===== src/rtl/ripple_restoring_divider_pkg.sv =====
// rtl/ripple_restoring_divider_pkg.sv - shared types and helpers for the restoring divider
// Contents: FSM state encoding (2 bits) and the iteration counter width helper.
package ripple_restoring_divider_pkg;

    typedef enum logic [1:0] {
        ST_IDLE = 2'd0,
        ST_CALC = 2'd1,
        ST_DONE = 2'd2
    } div_state_t;

    // Counter runs WIDTH-1 down to 0, so clog2(WIDTH) bits suffice for WIDTH >= 2.
    function automatic int cnt_width(input int width);
        return $clog2(width);
    endfunction

endpackage


===== src/rtl/ripple_borrow_subtractor.sv =====
// rtl/ripple_borrow_subtractor.sv - N-bit ripple-borrow subtractor built from 1-bit full subtractors
// Ports:
//   a, b       : N-bit minuend and subtrahend
//   borrow_in  : borrow into bit 0
//   diff       : N-bit difference a - b - borrow_in
//   borrow_out : borrow out of the MSB (set when a < b + borrow_in)
module ripple_borrow_subtractor #(
    parameter int N = 17
) (
    input  logic [N-1:0] a,
    input  logic [N-1:0] b,
    input  logic         borrow_in,
    output logic [N-1:0] diff,
    output logic         borrow_out
);

    logic [N:0] borrow;

    assign borrow[0] = borrow_in;

    for (genvar i = 0; i < N; i++) begin : g_fs
        assign diff[i]     = a[i] ^ b[i] ^ borrow[i];
        assign borrow[i+1] = (~a[i] & b[i]) | (~(a[i] ^ b[i]) & borrow[i]);
    end

    assign borrow_out = borrow[N];

endmodule


===== src/rtl/ripple_restoring_divider.sv =====
// rtl/ripple_restoring_divider.sv - iterative unsigned restoring divider, one quotient bit per clock
// Optional feature macro: RIPPLE_DIV_ZERO_DETECT_EN (divide-by-zero short cut and div_zero flag).
// Ports:
//   clk, reset_n          : clock, asynchronous active-low reset
//   in_valid, in_ready    : operand handshake
//   dividend, divisor     : WIDTH-bit unsigned operands
//   out_valid, out_ready  : result handshake
//   quotient, remainder   : WIDTH-bit registered results, held until the next result
//   div_zero              : divisor was zero (tied low unless the macro is defined)
module ripple_restoring_divider
    import ripple_restoring_divider_pkg::*;
#(
    parameter int WIDTH = 16
) (
    input  logic             clk,
    input  logic             reset_n,
    input  logic             in_valid,
    output logic             in_ready,
    input  logic [WIDTH-1:0] dividend,
    input  logic [WIDTH-1:0] divisor,
    output logic             out_valid,
    input  logic             out_ready,
    output logic [WIDTH-1:0] quotient,
    output logic [WIDTH-1:0] remainder,
    output logic             div_zero
);

    localparam int CW = cnt_width(WIDTH);

    div_state_t       state;
    logic [WIDTH-1:0] q_reg;
    logic [WIDTH:0]   r_reg;
    logic [WIDTH-1:0] divisor_reg;
    logic [CW-1:0]    count;

    logic [WIDTH:0]   trial;
    logic [WIDTH:0]   diff;
    logic             borrow;
    logic [WIDTH:0]   r_next;
    logic [WIDTH-1:0] q_next;

    // Shift the next dividend bit into the partial remainder and try subtracting.
    assign trial = {r_reg[WIDTH-1:0], q_reg[WIDTH-1]};

    ripple_borrow_subtractor #(
        .N (WIDTH + 1)
    ) u_sub (
        .a          (trial),
        .b          ({1'b0, divisor_reg}),
        .borrow_in  (1'b0),
        .diff       (diff),
        .borrow_out (borrow)
    );

    // Borrow means the divisor did not fit: restore by keeping the trial value.
    assign r_next = borrow ? trial : diff;
    assign q_next = {q_reg[WIDTH-2:0], ~borrow};

    // The partial remainder stays below the divisor, so its MSB is always zero.
    logic unused_r_msb;
    assign unused_r_msb = r_reg[WIDTH];

`ifdef RIPPLE_DIV_ZERO_DETECT_EN
    logic div_zero_reg;
    assign div_zero = div_zero_reg;
`else
    assign div_zero = 1'b0;
`endif

    always_ff @(posedge clk or negedge reset_n) begin
        if (!reset_n) begin
            state        <= ST_IDLE;
            in_ready     <= 1'b1;
            out_valid    <= 1'b0;
            quotient     <= '0;
            remainder    <= '0;
            q_reg        <= '0;
            r_reg        <= '0;
            divisor_reg  <= '0;
            count        <= '0;
`ifdef RIPPLE_DIV_ZERO_DETECT_EN
            div_zero_reg <= 1'b0;
`endif
        end else begin
            case (state)
                ST_IDLE: begin
                    if (in_valid) begin
                        q_reg       <= dividend;
                        divisor_reg <= divisor;
                        r_reg       <= '0;
                        count       <= CW'(WIDTH - 1);
                        in_ready    <= 1'b0;
`ifdef RIPPLE_DIV_ZERO_DETECT_EN
                        if (divisor == '0) begin
                            state        <= ST_DONE;
                            out_valid    <= 1'b1;
                            quotient     <= '1;
                            remainder    <= dividend;
                            div_zero_reg <= 1'b1;
                        end else begin
                            state <= ST_CALC;
                        end
`else
                        state <= ST_CALC;
`endif
                    end
                end

                ST_CALC: begin
                    q_reg <= q_next;
                    r_reg <= r_next;
                    count <= count - CW'(1);
                    if (count == '0) begin
                        state     <= ST_DONE;
                        out_valid <= 1'b1;
                        quotient  <= q_next;
                        remainder <= r_next[WIDTH-1:0];
                    end
                end

                ST_DONE: begin
                    if (out_ready) begin
                        state     <= ST_IDLE;
                        out_valid <= 1'b0;
                        in_ready  <= 1'b1;
`ifdef RIPPLE_DIV_ZERO_DETECT_EN
                        div_zero_reg <= 1'b0;
`endif
                    end
                end

                default: begin
                    state     <= ST_IDLE;
                    in_ready  <= 1'b1;
                    out_valid <= 1'b0;
                end
            endcase
        end
    end

endmodule


===== config.mk =====
export PLATFORM = sky130hd
export DESIGN_NAME = ripple_restoring_divider
export DESIGN_NICKNAME = d
export VERILOG_FILES = /design/src/rtl/ripple_restoring_divider_pkg.sv /design/src/rtl/ripple_borrow_subtractor.sv /design/src/rtl/ripple_restoring_divider.sv
export SDC_FILE = /design/constraint.sdc
export NUM_CORES = 1
export LEC_CHECK = 0
export CAP_MARGIN = 20
export CORE_MARGIN = 5
export CORE_UTILIZATION = 48
export CTS_CLUSTER_DIAMETER = 200
export DETAILED_ROUTE_END_ITERATION = 16
export PLACE_DENSITY = 0.81
export SYNTH_ARGS = -nofsm -noshare
export SYNTH_HDL_FRONTEND = slang
export SYNTH_SLANG_ARGS = --single-unit

===== constraint.sdc =====
create_clock -name clk -period 7.7 [get_ports clk]
set_clock_uncertainty 0.2 [all_clocks]
set_input_delay 1.54 -clock clk [delete_from_list [all_inputs] [get_ports clk]]
set_output_delay 1.54 -clock clk [all_outputs]
set_load 0.05 [all_outputs]

==> results <==
- The flow ran to the end, and the final reports show no timing, DRC or antenna violations.
- The count of buffers added on input and output ports is 69.
- The number of max-cap violations is 0.
- The gate count after technology mapping is 345.
- The initial utilization of the core area, before any placement, comes to 0.498.
- The number of fill cells in the layout is 662.
- By area the synthesized netlist is led by sky130_fd_sc_hd__dfrtp_1, sky130_fd_sc_hd__fa_1, sky130_fd_sc_hd__mux2_2.
- Row generation in the floorplan step produced 33 rows.
- The static leakage power is 2.24 nW.
- The y dimension of the die is 103 µm.
- The post-synth design cell area is 0.00413 mm².
- Dividing total power by cell area gives a power density of 513 mW/mm².
- TritonCTS built the clock tree.
- For the pin with the worst max-slew slack, the measured transition is 0.853 ns.
- The register clock-pin slew on the reported worst setup and hold paths is 0.08 ns.
- For this design, the sink count on the clock tree is 88.
- The die width is 103 µm.
- The category of the most critical setup path is reg -> reg.
- Dividing the detail-routed wire length by the instance count gives 16.8 µm.
- The later pin in the worst-skew pair is clocked with a latency of 0.35 ns.
- The overall global routing resource usage is 0.174.
- The first global-routing pass estimated 14500 µm of wire.
- The number of buffers inserted by hold repair at cts is 0.
- At the worst endpoint, the arrival time is 7.53 ns.
- After the first detailed-routing iteration, the DRC count stood at 130.
- In the layout the commonest cells are sky130_fd_sc_hd__dfrtp_1, sky130_fd_sc_hd__clkdlybuf4s50_1, sky130_fd_sc_hd__nand2_1.
- The clock period could shrink to 7.50 ns.
- The synthesized design spends more area on one cell type than any other, namely sky130_fd_sc_hd__dfrtp_1.
- The tree is rooted in a sky130_fd_sc_hd__clkbuf_8.
- Detailed placement finished with a half-perimeter wire length of 5710 µm.
- The sum of overflow across all layers after global routing is 0.
- The last weighted congestion value of the routability-driven placer is 0.827.
- The class of the tightest hold or removal check is reg -> reg.
- The total via count in the routed design is 2816.
- Setup violations remaining at the end of the flow were counted as 0.
- Of all nets on the critical path, the largest fanout is 7.
- The area of the die is 0.0106 mm².
- The number of setup buffers added after CTS is 0.
- The antenna violation net count after detailed routing is 0.
- The total iterations of the first detailed-routing run is 4.
- STA classifies the critical path startpoint as a register.
- For the worst setup path, the data required time is 7.74 ns.
- Measured against its own limit, the worst slew margin works out to 0.430.
- Hold timing on the final database bottoms out at a slack of 0.291 ns.
- The depth of the most critical reg-to-reg path is 23.
- Of the cells placed in the final design, the portion with a size suffix greater than 1 is 0.145.
- The number of placed instances, taps included, is 500.
- The count of instances resized after the clock tree is built is 3.
- The register area is 0.00220 mm².
- The area occupied by multi-input gates is 0.00175 mm².
- The top cell type's share of synthesized area is 0.527.
- The number of nets in the layout is 461.
- The achievable frequency is 133 MHz.
- The hold violation total from the final report is 0.
- In the routed design, unresolved DRC markers number 0.
- Compared with the post-synthesis result, the final layout area differs by 25.6%.
- The most frequent standard cell in the layout excluding fill and tap cells is sky130_fd_sc_hd__dfrtp_1.
- Yosys printed 0 warnings.
- Once placement finished, the instance area stood at 0.00485 mm².
- The kind of capture point of the worst setup path is a register.
- After routing the design area is 0.00519 mm².
- The antenna diode count is 0.
- For this design the top-level I/O count stands at 71.
- The routed design has 8730 µm of wire.
- In the routed layout, each cell is associated on average with a via count of 5.44.
- The worst hold path cell count is 2.
- The floorplan step defined a core boundary enclosing 0.00830 mm².
- No sink is reached through more buffers than the 2 on the longest clock path.
- Once layout is complete, the cells apart from fillers number 518.
- The average footprint of a synthesized cell is 12.0 µm².
- The count of pins over their slew limit is 0.
- The number of levels the H-tree was split into is 3.
- The number of antenna violations at the first check in global routing came to 0.
- The count of state elements after synthesis is 88.
- The via count of the first global-routing pass came to 3056.
- Buffers inserted during clock tree synthesis total 9.
- Across the VDD grid, the largest voltage drop is 0.216 mV.
- The number of nets produced by synthesis is 398.
- In the finished design, the share of the clock period the worst path needs comes to 0.974.
- Entering global routing, the biggest net connects 89 pins.
- The share of the yosys chip area belonging to registers is 0.533.
- In this run, distinct cell masters in the synthesized netlist total 31.
## worst paths after layout
path	end	from	slack, ns
min	q_reg[15]	q_reg[15]	0.29
max in group asynchronous	in_ready	reset_n	5.68
min in group asynchronous	divisor_reg[5]	reset_n	0.94
max reg2reg	remainder[5]	q_reg[15]	0.20
min reg2reg	q_reg[15]	q_reg[15]	0.29
max	remainder[5]	q_reg[15]	0.20
## worst max-delay path, stage by stage, from the launching register on
cell and delay, ns:
sky130_fd_sc_hd__dfrtp_1 0.38, sky130_fd_sc_hd__inv_1 0.08, sky130_fd_sc_hd__ha_1 0.14, sky130_fd_sc_hd__inv_1 0.05
sky130_fd_sc_hd__fa_1 0.38, sky130_fd_sc_hd__fa_2 0.37, sky130_fd_sc_hd__fa_2 0.37, sky130_fd_sc_hd__fa_2 0.36
sky130_fd_sc_hd__fa_2 0.35, sky130_fd_sc_hd__fa_2 0.35, sky130_fd_sc_hd__fa_1 0.39, sky130_fd_sc_hd__fa_1 0.40
sky130_fd_sc_hd__fa_1 0.39, sky130_fd_sc_hd__fa_1 0.39, sky130_fd_sc_hd__fa_1 0.39, sky130_fd_sc_hd__fa_1 0.39
sky130_fd_sc_hd__fa_1 0.38, sky130_fd_sc_hd__fa_1 0.36, sky130_fd_sc_hd__inv_1 0.08, sky130_fd_sc_hd__fa_2 0.20
sky130_fd_sc_hd__nor2b_4 0.17, sky130_fd_sc_hd__buf_6 0.15, sky130_fd_sc_hd__mux2_2 0.35, sky130_fd_sc_hd__mux2_1 0.29
## report_power, final
part,leakage (nW),total [mW],internal [mW],switching [mW]
registers,1.10,0.846,0.684,0.163
clock network,0.130,0.420,0.257,0.163
logic,1.01,1.40,0.639,0.759
total,2.24,2.66,1.58,1.08
## stage by stage
stage,TNS (ns),util,worst slack (ns),power (mW)
finish,0,0.626,0.202,2.66
global route,-0.000779,0.626,-0.000779,2.85
detailed placement,-0.345,0.585,-0.0484,2.21
global placement,0,0.585,0.125,2.14
floorplan,0,-,0.230,1.81
CTS,0,0.618,0.0511,2.64
## per-layer routing
layer | vias to the layer above | routed length [µm] | GRT usage
met4 | 0 | 81 | 0.0468
li1 | 1305 | - | -
met1 | 1426 | 3870 | 0.228
met3 | 8 | 556 | 0.0487
met2 | 77 | 4220 | 0.287
met5 | - | 0 | 0
## final cells by class
class / instances / area share
inverters: 20 / 0.0145
multi-input cells: 214 / 0.337
clock buffers: 11 / 0.0272
flip-flops and latches: 88 / 0.424
clock inverters: 5 / 0.0246
repair buffers: 75 / 0.147
well taps: 105 / 0.0253
## cell usage after synthesis
library cell                instances
sky130_fd_sc_hd__nor4_1             1
sky130_fd_sc_hd__dfrtp_1           87
sky130_fd_sc_hd__o22a_1             1
sky130_fd_sc_hd__inv_1             20
sky130_fd_sc_hd__o2bb2ai_1         15
sky130_fd_sc_hd__clkbuf_1          11
sky130_fd_sc_hd__buf_4              2
sky130_fd_sc_hd__fa_1              15
sky130_fd_sc_hd__dfstp_2            1
sky130_fd_sc_hd__ha_1               2
sky130_fd_sc_hd__a22oi_1           16
sky130_fd_sc_hd__mux2_2            26
sky130_fd_sc_hd__nor3_1             1
sky130_fd_sc_hd__and3_1             1
sky130_fd_sc_hd__buf_6              5
sky130_fd_sc_hd__nor2b_1           10
sky130_fd_sc_hd__nand2_1           43
sky130_fd_sc_hd__nor2_1             4
sky130_fd_sc_hd__conb_1             1
sky130_fd_sc_hd__o21a_1             1
sky130_fd_sc_hd__nand2b_1           2
sky130_fd_sc_hd__a21oi_1            7
sky130_fd_sc_hd__a21o_1             1
sky130_fd_sc_hd__buf_2              5
sky130_fd_sc_hd__o21ai_0           35
sky130_fd_sc_hd__nor3b_2            2
sky130_fd_sc_hd__o21bai_1           4
sky130_fd_sc_hd__nand2_4            1
sky130_fd_sc_hd__mux2_1            22
sky130_fd_sc_hd__mux2i_1            2
sky130_fd_sc_hd__nand3b_1           1
## cells by family after synthesis
family / synth area share
fa+ha+maj: 0.0787
compound gates: 0.125
buf+inv: 0.0514
other cells: 0.000907
flops: 0.533
simple gates: 0.0757
mux: 0.136
No activity file was read; power rests on OpenSTA's default activity.
